**src/rtl/tank_pkg.sv**
```systemverilog
// Shared types and constants for the tank controller: direction encoding,
// USB HID keycodes for both players and tank start coordinates.
package tank_pkg;

    typedef enum logic [2:0] {
        DIR_UP    = 3'd1,
        DIR_RIGHT = 3'd2,
        DIR_LEFT  = 3'd3,
        DIR_DOWN  = 3'd4
    } dir_t;

    localparam logic [7:0] KEY_W     = 8'h1A;
    localparam logic [7:0] KEY_S     = 8'h16;
    localparam logic [7:0] KEY_A     = 8'h04;
    localparam logic [7:0] KEY_D     = 8'h07;
    localparam logic [7:0] KEY_SPACE = 8'h2C;
    localparam logic [7:0] KEY_UP    = 8'h52;
    localparam logic [7:0] KEY_DOWN  = 8'h51;
    localparam logic [7:0] KEY_LEFT  = 8'h50;
    localparam logic [7:0] KEY_RIGHT = 8'h4F;
    localparam logic [7:0] KEY_ENTER = 8'h28;

    localparam logic [9:0] P1_START_X = 10'd100;
    localparam logic [9:0] P2_START_X = 10'd540;
    localparam logic [9:0] START_Y    = 10'd240;

endpackage

```
**src/rtl/tank_bullet_slot.sv**
```systemverilog
// One bullet slot: latches spawn position/direction, flies BULLET_STEP per
// frame tick, retires at the screen edge, and is cleared by a kill request.
module tank_bullet_slot
    import tank_pkg::*;
#(
    parameter int BULLET_STEP = 5,
    parameter int BUL_W       = 8,
    parameter int BUL_H       = 8,
    parameter int X_MAX       = 639,
    parameter int Y_MAX       = 479
) (
    input  logic       Clk,
    input  logic       Reset,
    input  logic       tick,
    input  logic       spawn,
    input  logic [9:0] spawn_x,
    input  logic [9:0] spawn_y,
    input  dir_t       spawn_dir,
    input  logic       kill,
    output logic       active,
    output logic [9:0] pos_x,
    output logic [9:0] pos_y
);

    localparam logic signed [11:0] STEP_S = 12'(BULLET_STEP);
    localparam logic signed [11:0] X_LAST = 12'(X_MAX - BUL_W + 1);
    localparam logic signed [11:0] Y_LAST = 12'(Y_MAX - BUL_H + 1);

    dir_t                dir;
    logic signed [11:0]  nx;
    logic signed [11:0]  ny;
    logic                off_screen;

    always_comb begin
        nx = $signed({2'b00, pos_x});
        ny = $signed({2'b00, pos_y});
        case (dir)
            DIR_UP:    ny = ny - STEP_S;
            DIR_DOWN:  ny = ny + STEP_S;
            DIR_LEFT:  nx = nx - STEP_S;
            DIR_RIGHT: nx = nx + STEP_S;
            default:   ny = ny - STEP_S;
        endcase
        off_screen = (nx < 0) || (ny < 0) || (nx > X_LAST) || (ny > Y_LAST);
    end

    // Kill only drops the active flag; the last position is left in place.
    always_ff @(posedge Clk) begin
        if (Reset) begin
            active <= 1'b0;
            pos_x  <= '0;
            pos_y  <= '0;
            dir    <= DIR_UP;
        end else if (kill) begin
            active <= 1'b0;
        end else if (spawn) begin
            active <= 1'b1;
            pos_x  <= spawn_x;
            pos_y  <= spawn_y;
            dir    <= spawn_dir;
        end else if (tick && active) begin
            if (off_screen) begin
                active <= 1'b0;
                pos_x  <= '0;
                pos_y  <= '0;
            end else begin
                pos_x <= nx[9:0];
                pos_y <= ny[9:0];
            end
        end
    end

endmodule

```
**src/rtl/tank_unit_multishot.sv**
```systemverilog
// Per-player tank controller with a pool of NUM_BULLETS bullets.
// Optional macro FIRE_COOLDOWN_EN adds a COOLDOWN_FRAMES shot cooldown.
module tank_unit_multishot
    import tank_pkg::*;
#(
    parameter int NUM_BULLETS     = 4,
    parameter int TANK_STEP       = 1,
    parameter int BULLET_STEP     = 5,
    parameter int TANK_W          = 32,
    parameter int TANK_H          = 32,
    parameter int BUL_W           = 8,
    parameter int BUL_H           = 8,
    parameter int X_MAX           = 639,
    parameter int Y_MAX           = 479,
    parameter int COOLDOWN_FRAMES = 15,
    localparam int IDX_W          = (NUM_BULLETS > 1) ? $clog2(NUM_BULLETS) : 1
) (
    input  logic                      Clk,
    input  logic                      Reset,
    input  logic                      frame_clk,
    input  logic                      player,
    input  logic [7:0]                keycode,
    input  logic                      can_move,
    input  logic [NUM_BULLETS-1:0]    bullet_kill,
    input  logic [9:0]                DrawX,
    input  logic [9:0]                DrawY,
    output logic [9:0]                tank_x,
    output logic [9:0]                tank_y,
    output logic [2:0]                tank_dir,
    output logic [NUM_BULLETS-1:0]    bullet_active,
    output logic [NUM_BULLETS*10-1:0] bullet_x,
    output logic [NUM_BULLETS*10-1:0] bullet_y,
    output logic                      is_tank,
    output logic                      is_bullet,
    output logic [IDX_W-1:0]          bullet_idx
);

    localparam logic [9:0] STEP10 = 10'(TANK_STEP);
    localparam logic [9:0] X_LIM  = 10'(X_MAX - TANK_W);
    localparam logic [9:0] Y_LIM  = 10'(Y_MAX - TANK_H);
    localparam logic signed [11:0] HX = 12'(TANK_W / 2 - BUL_W / 2);
    localparam logic signed [11:0] HY = 12'(TANK_H / 2 - BUL_H / 2);
    localparam logic signed [11:0] X_LAST = 12'(X_MAX - BUL_W + 1);
    localparam logic signed [11:0] Y_LAST = 12'(Y_MAX - BUL_H + 1);

    logic frame_s1, frame_s2, frame_prev, tick;
    logic [7:0] k_up, k_dn, k_lf, k_rt, k_fire;
    logic mv, fire_key, fire_prev, fire_ok, cool_ok, found, spawn_in;
    dir_t dir_q, mv_dir, dir_next;
    logic [9:0] x_next, y_next;
    logic signed [11:0] tx, ty, sx, sy;
    logic [NUM_BULLETS-1:0] alloc_oh, spawn_vec;

    always_ff @(posedge Clk) begin
        if (Reset) begin
            frame_s1   <= 1'b0;
            frame_s2   <= 1'b0;
            frame_prev <= 1'b0;
        end else begin
            frame_s1   <= frame_clk;
            frame_s2   <= frame_s1;
            frame_prev <= frame_s2;
        end
    end
    assign tick = frame_s2 & ~frame_prev;

    assign k_up   = player ? KEY_UP    : KEY_W;
    assign k_dn   = player ? KEY_DOWN  : KEY_S;
    assign k_lf   = player ? KEY_LEFT  : KEY_A;
    assign k_rt   = player ? KEY_RIGHT : KEY_D;
    assign k_fire = player ? KEY_ENTER : KEY_SPACE;
    assign fire_key = (keycode == k_fire);

    always_comb begin
        mv     = 1'b1;
        mv_dir = dir_q;
        if (keycode == k_up)      mv_dir = DIR_UP;
        else if (keycode == k_dn) mv_dir = DIR_DOWN;
        else if (keycode == k_lf) mv_dir = DIR_LEFT;
        else if (keycode == k_rt) mv_dir = DIR_RIGHT;
        else                      mv = 1'b0;
        dir_next = mv ? mv_dir : dir_q;
        x_next   = tank_x;
        y_next   = tank_y;
        // Steps saturate at the clamp limits rather than wrapping.
        if (mv && can_move) begin
            case (mv_dir)
                DIR_UP:    y_next = (tank_y < STEP10) ? 10'd0 : tank_y - STEP10;
                DIR_DOWN:  y_next = ({1'b0, tank_y} + {1'b0, STEP10} > {1'b0, Y_LIM}) ? Y_LIM : tank_y + STEP10;
                DIR_LEFT:  x_next = (tank_x < STEP10) ? 10'd0 : tank_x - STEP10;
                DIR_RIGHT: x_next = ({1'b0, tank_x} + {1'b0, STEP10} > {1'b0, X_LIM}) ? X_LIM : tank_x + STEP10;
                default:   y_next = tank_y;
            endcase
        end
    end

    always_ff @(posedge Clk) begin
        if (Reset) begin
            tank_x    <= player ? P2_START_X : P1_START_X;
            tank_y    <= START_Y;
            dir_q     <= DIR_UP;
            fire_prev <= 1'b0;
        end else if (tick) begin
            tank_x    <= x_next;
            tank_y    <= y_next;
            dir_q     <= dir_next;
            fire_prev <= fire_key;
        end
    end
    assign tank_dir = dir_q;

    always_comb begin
        tx = $signed({2'b00, tank_x});
        ty = $signed({2'b00, tank_y});
        case (dir_next)
            DIR_DOWN:  begin sx = tx + HX;              sy = ty + 12'(TANK_H); end
            DIR_LEFT:  begin sx = tx - 12'(BUL_W);      sy = ty + HY;          end
            DIR_RIGHT: begin sx = tx + 12'(TANK_W);     sy = ty + HY;          end
            default:   begin sx = tx + HX;              sy = ty - 12'(BUL_H);  end
        endcase
        spawn_in = (sx >= 0) && (sy >= 0) && (sx <= X_LAST) && (sy <= Y_LAST);
    end

    // Lowest-index slot that is idle and not being killed this cycle.
    always_comb begin
        alloc_oh = '0;
        found    = 1'b0;
        for (int i = 0; i < NUM_BULLETS; i++) begin
            if (!found && !bullet_active[i] && !bullet_kill[i]) begin
                alloc_oh[i] = 1'b1;
                found       = 1'b1;
            end
        end
    end

    assign fire_ok   = tick & fire_key & ~fire_prev & cool_ok & found & spawn_in;
    assign spawn_vec = fire_ok ? alloc_oh : '0;

`ifdef FIRE_COOLDOWN_EN
    logic [7:0] cooldown;
    assign cool_ok = (cooldown == 8'd0);
    always_ff @(posedge Clk) begin
        if (Reset)
            cooldown <= 8'd0;
        else if (tick) begin
            if (fire_ok)
                cooldown <= 8'(COOLDOWN_FRAMES);
            else if (cooldown != 8'd0)
                cooldown <= cooldown - 8'd1;
        end
    end
`else
    assign cool_ok = 1'b1;
`endif

    for (genvar g = 0; g < NUM_BULLETS; g++) begin : g_slot
        tank_bullet_slot #(
            .BULLET_STEP(BULLET_STEP),
            .BUL_W      (BUL_W),
            .BUL_H      (BUL_H),
            .X_MAX      (X_MAX),
            .Y_MAX      (Y_MAX)
        ) u_slot (
            .Clk      (Clk),
            .Reset    (Reset),
            .tick     (tick),
            .spawn    (spawn_vec[g]),
            .spawn_x  (sx[9:0]),
            .spawn_y  (sy[9:0]),
            .spawn_dir(dir_next),
            .kill     (bullet_kill[g]),
            .active   (bullet_active[g]),
            .pos_x    (bullet_x[10*g +: 10]),
            .pos_y    (bullet_y[10*g +: 10])
        );
    end

    always_comb begin
        logic [10:0] px, py, bx, by;
        logic        hit;
        px = {1'b0, DrawX};
        py = {1'b0, DrawY};
        is_tank = (px >= {1'b0, tank_x}) && (px < {1'b0, tank_x} + 11'(TANK_W)) &&
                  (py >= {1'b0, tank_y}) && (py < {1'b0, tank_y} + 11'(TANK_H));
        is_bullet  = 1'b0;
        bullet_idx = '0;
        for (int i = 0; i < NUM_BULLETS; i++) begin
            bx  = {1'b0, bullet_x[10*i +: 10]};
            by  = {1'b0, bullet_y[10*i +: 10]};
            hit = bullet_active[i] && (px >= bx) && (px < bx + 11'(BUL_W)) &&
                  (py >= by) && (py < by + 11'(BUL_H));
            if (hit && !is_bullet) begin
                is_bullet  = 1'b1;
                bullet_idx = IDX_W'(i);
            end
        end
    end

endmodule
```
**config.mk**
```make
export PLATFORM = sky130hd
export DESIGN_NAME = tank_unit_multishot
export DESIGN_NICKNAME = d
export VERILOG_FILES = /design/src/rtl/tank_pkg.sv /design/src/rtl/tank_bullet_slot.sv /design/src/rtl/tank_unit_multishot.sv
export SDC_FILE = /design/constraint.sdc
export NUM_CORES = 1
export LEC_CHECK = 0
export CORE_MARGIN = 3
export CORE_UTILIZATION = 55
export CTS_CLUSTER_SIZE = 16
export DETAILED_ROUTE_END_ITERATION = 6
export PLACE_DENSITY = 0.88
export SYNTH_ARGS = -nofsm -noshare
export SYNTH_HDL_FRONTEND = slang
export SYNTH_SLANG_ARGS = --single-unit
```
**constraint.sdc**
```tcl
create_clock -name Clk -period 10.3 [get_ports Clk]
set_input_delay 2.06 -clock Clk [delete_from_list [all_inputs] [get_ports Clk]]
set_output_delay 2.06 -clock Clk [all_outputs]
set_load 0.005 [all_outputs]
```
==> reports/metrics.cfg <==
[placement]
place.gp.congestion = 0.991
port_buffers = 147
dp.cells = 2498
place_area_sq_um = 17200
dp_hpwl_um = 39500
pre_cts_ws_ns = 2.24

[critical_path]
worstSetupPathType = in -> out
required_ns = 8.24
cp-start-kind = primary input
crit_top_cell = o21a_1
crit_buf_inv = 2
critical_path.max_fanout = 5
critPathArrivalTime_ns = 6.11
cp_slowest_cell = a2111oi_0
r2r_slack_ns = 5.30
cp.depth = 14
critPathMaxStageDelay_ns = 0.81
end_kind = primary output
r2r_start = tank_x[2]$_SDFFCE_PP1P_
endpoint = is_tank
r2r-end = g_slot[0].u_slot.pos_x[2]$_SDFFE_PP0P_
cpLargestDelayFamily = compound AO/OA/AOI/OAI gates
worstSetupStartpoint = DrawY[1]
cp_cell_sequence = clkdlybuf4s50_1 -> ha_1 -> nor2b_1 -> o21a_1 -> o21a_1 -> o21ai_0 -> a21oi_1 -> o21a_1 -> o21ai_0 -> nand2b_1 -> a21oi_1 -> nor2_1 -> a2111oi_0 -> clkdlybuf4s50_1
ff2ff_path_depth = 11

[synthesis]
yosysTopAreaCell = ha_1
yosys-top-cells-area = ha_1 18%, dfxtp_1 14%, xnor2_1 6.7%, a211oi_1 4.8%, a21oi_1 4.3%
synthArstFlopShare_pct = 0
synth_adder_area_share_pct = 17.7
synth_edf_count = 10
synthXorXnorAreaFrac_pct = 7.01
synth-seq-area-share_pct = 16.4
synth.area.mux_share_pct = 0.577
ys_types = 93
ys_ff_latch = 123
syn_area_sq_um = 15600
yosys.area_share.simple_pct = 22.7
syn_avg_cell_area_sq_um = 7.50
synth.top_cell.area_share_pct = 17.6
ys.flop_type = dfxtp_1
synth_fp_nets = 2337
ys.warnings.count = 0
synth_top_family_by_area = compound AO/OA/AOI/OAI gates
syn_inst = 2080
synth_compound_area_share_pct = 28.5

[finish]
final_cell_area_sq_um = 17800
fin_util_pct = 63.7
drive_above_1_share_pct = 4.97
final_nets = 2396
syn_to_final_growth_pct = 13.7
instances_no_fill = 2531
fillers = 2421

[clock_network]
cts_resized = 0
cts_hold_buf = 0
worstSkewPairLatency_ns = 0.44
cts_tree = built
cts.sinks = 123
clockBufferDepth = 2
cts_max_level = 4
cts_setup_buffers = 0
root_buffer = clkbuf_16
clk_pin_slew_ns = 0.06
cts_buffers = 17

[floorplan]
fp.dieH_um = 174
die_area_sq_um = 30400
die_w_um = 174
pin_count = 148
initial_core_util_pct = 56.0
core-area_sq_um = 27900
rows = 61

[timing]
drv_slew = 0
tns_ns = 0
relSlewSlack_pct = 18.7
hold_viol = 0
clock.fmax_ghz = 0.122
fin_skew_ns = 0.0137
min_period_over_period_pct = 79.3
period_needed_ns = 8.17
worst_pin_slew_ns = 1.21
setup_ws_ns = 2.13
rsz0062_at_grt = no
finalSetupViolations = 0

[grt]
gr-usage-all-layers_pct = 34.4
grt_pass1_wl_um = 84500
grt_pass1_vias = 15700
grt_antenna_before_repair = 0
grt_start_max_net_pins = 68
gr-total-overflow = 0

[pwr]
p_leak_nw = 6.50
power.density_nw_per_um2 = 75.8
max-vdd-ir-drop_mv = 0.106

[hold_path]
hp-class = reg -> reg

[routing]
wl_um = 54900
detail-route-antenna-nets = 0
via_per_inst = 6.69
drcViolationCount = 0
drt_iter0_drc = 1926
wire_per_inst_um = 21.7
vias = 16900
firstDrtPassIters = 6

[flow_run]
max_cap_viol_count = 0

[run_status]
outcome = complete, no violations

-- worst min-delay path by stage --
stage	end	startpoint	depth (start not counted)	slack [ns]
after CTS	frame_s2$_SDFF_PP0_	frame_s1$_SDFF_PP0_	1	0.45
after global placement	frame_s2$_SDFF_PP0_	frame_s1$_SDFF_PP0_	1	0.43
after detailed placement	frame_s2$_SDFF_PP0_	frame_s1$_SDFF_PP0_	1	0.43
after floorplan	frame_s2$_SDFF_PP0_	frame_s1$_SDFF_PP0_	1	0.41
final	frame_s2$_SDFF_PP0_	frame_s1$_SDFF_PP0_	1	0.44
after global routing	frame_s2$_SDFF_PP0_	frame_s1$_SDFF_PP0_	1	0.46
-- layout make-up --
cell class / count / area [sq um] / area share [%]
multi-input cells: 1682 / 11900 / 67.3
diodes: 1 / 2.50 / 0.0141
well taps: 378 / 473 / 2.66
repair buffers: 169 / 1630 / 9.20
clock inverters: 14 / 159 / 0.895
inverters: 146 / 548 / 3.09
flip-flops and latches: 123 / 2560 / 14.4
clock buffers: 18 / 429 / 2.42
-- cell usage after synthesis (10+ instances only) --
master and n:
a211oi_1 99, nor4_1 28, nand4_1 19, o21a_1 31, nor3_1 76, a221oi_1 26
and3_1 18, a21oi_1 134, o22ai_1 12, a31oi_1 21, xnor2_1 119, buf_2 12
nor3b_1 14, edfxtp_1 10, nor2_1 145, o31ai_1 16, inv_1 144, or3_1 24
or4_1 10, nand3_1 97, a221oi_2 10, ha_1 220, a21o_1 33, o21ai_0 120
dfxtp_1 113, nor2b_1 33, nand2b_1 37, o211ai_1 11, a211o_1 11, clkbuf_1 101
nand2_1 133
-- state kept, by name, indices dropped and copies added, names as in the netlist --
signal                cells
frame_prev                1
tank_y                   10
fire_prev                 1
g_slot.u_slot.pos_y      40
tank_x                   10
tank_dir                  3
g_slot.u_slot.active      4
g_slot.u_slot.dir        12
frame_s2                  1
g_slot.u_slot.pos_x      40
frame_s1                  1
-- layer usage --
layer	vias to the layer above	wire length, um	GRT usage (%)
met4	0	3180	17.9
li1	7840	-	-
met2	947	23700	53.3
met3	183	5510	7.73
met5	-	0	0
met1	7968	22500	44.8
-- placed cells by master, fill, tap and decap left out, types with 28 or more instances in the layout --
cell type and instances:
dfxtp_1 113, a211oi_1 98, nor2b_1 33, nand3_1 97
xnor2_1 119, nand2_1 133, o21ai_0 120, a21oi_1 134
ha_1 220, nor2_1 145, nand2b_1 37, o21a_1 31
clkdlybuf4s50_1 146, a21o_1 33, nor4_1 28, nor3_1 76
inv_1 144
-- power breakdown --
part	switching, W	internal [W]	leakage (nW)
combinational	0.000138	0.0000886	5.20
sequential	0.00000862	0.000486	1.01
clock	0.000262	0.000362	0.288
total	0.000408	0.000937	6.50
-- stage by stage --
| step | total power (W) | hold slack [ns] |
|---|---|---|
| after global routing | 0.00138 | 0.465 |
| after global placement | 0.000716 | 0.428 |
| final | 0.00135 | 0.444 |
| after CTS | 0.00134 | 0.453 |
| after detailed placement | 0.000723 | 0.432 |
| after floorplan | 0.000628 | 0.414 |
-- cell families after synthesis --
family          Yosys count
fa+ha+maj               221
flops                   123
buf+inv                 275
xor+xnor                125
compound gates          639
simple gates            688
mux                       9
Note: power is estimated with default switching activity, not from simulation.
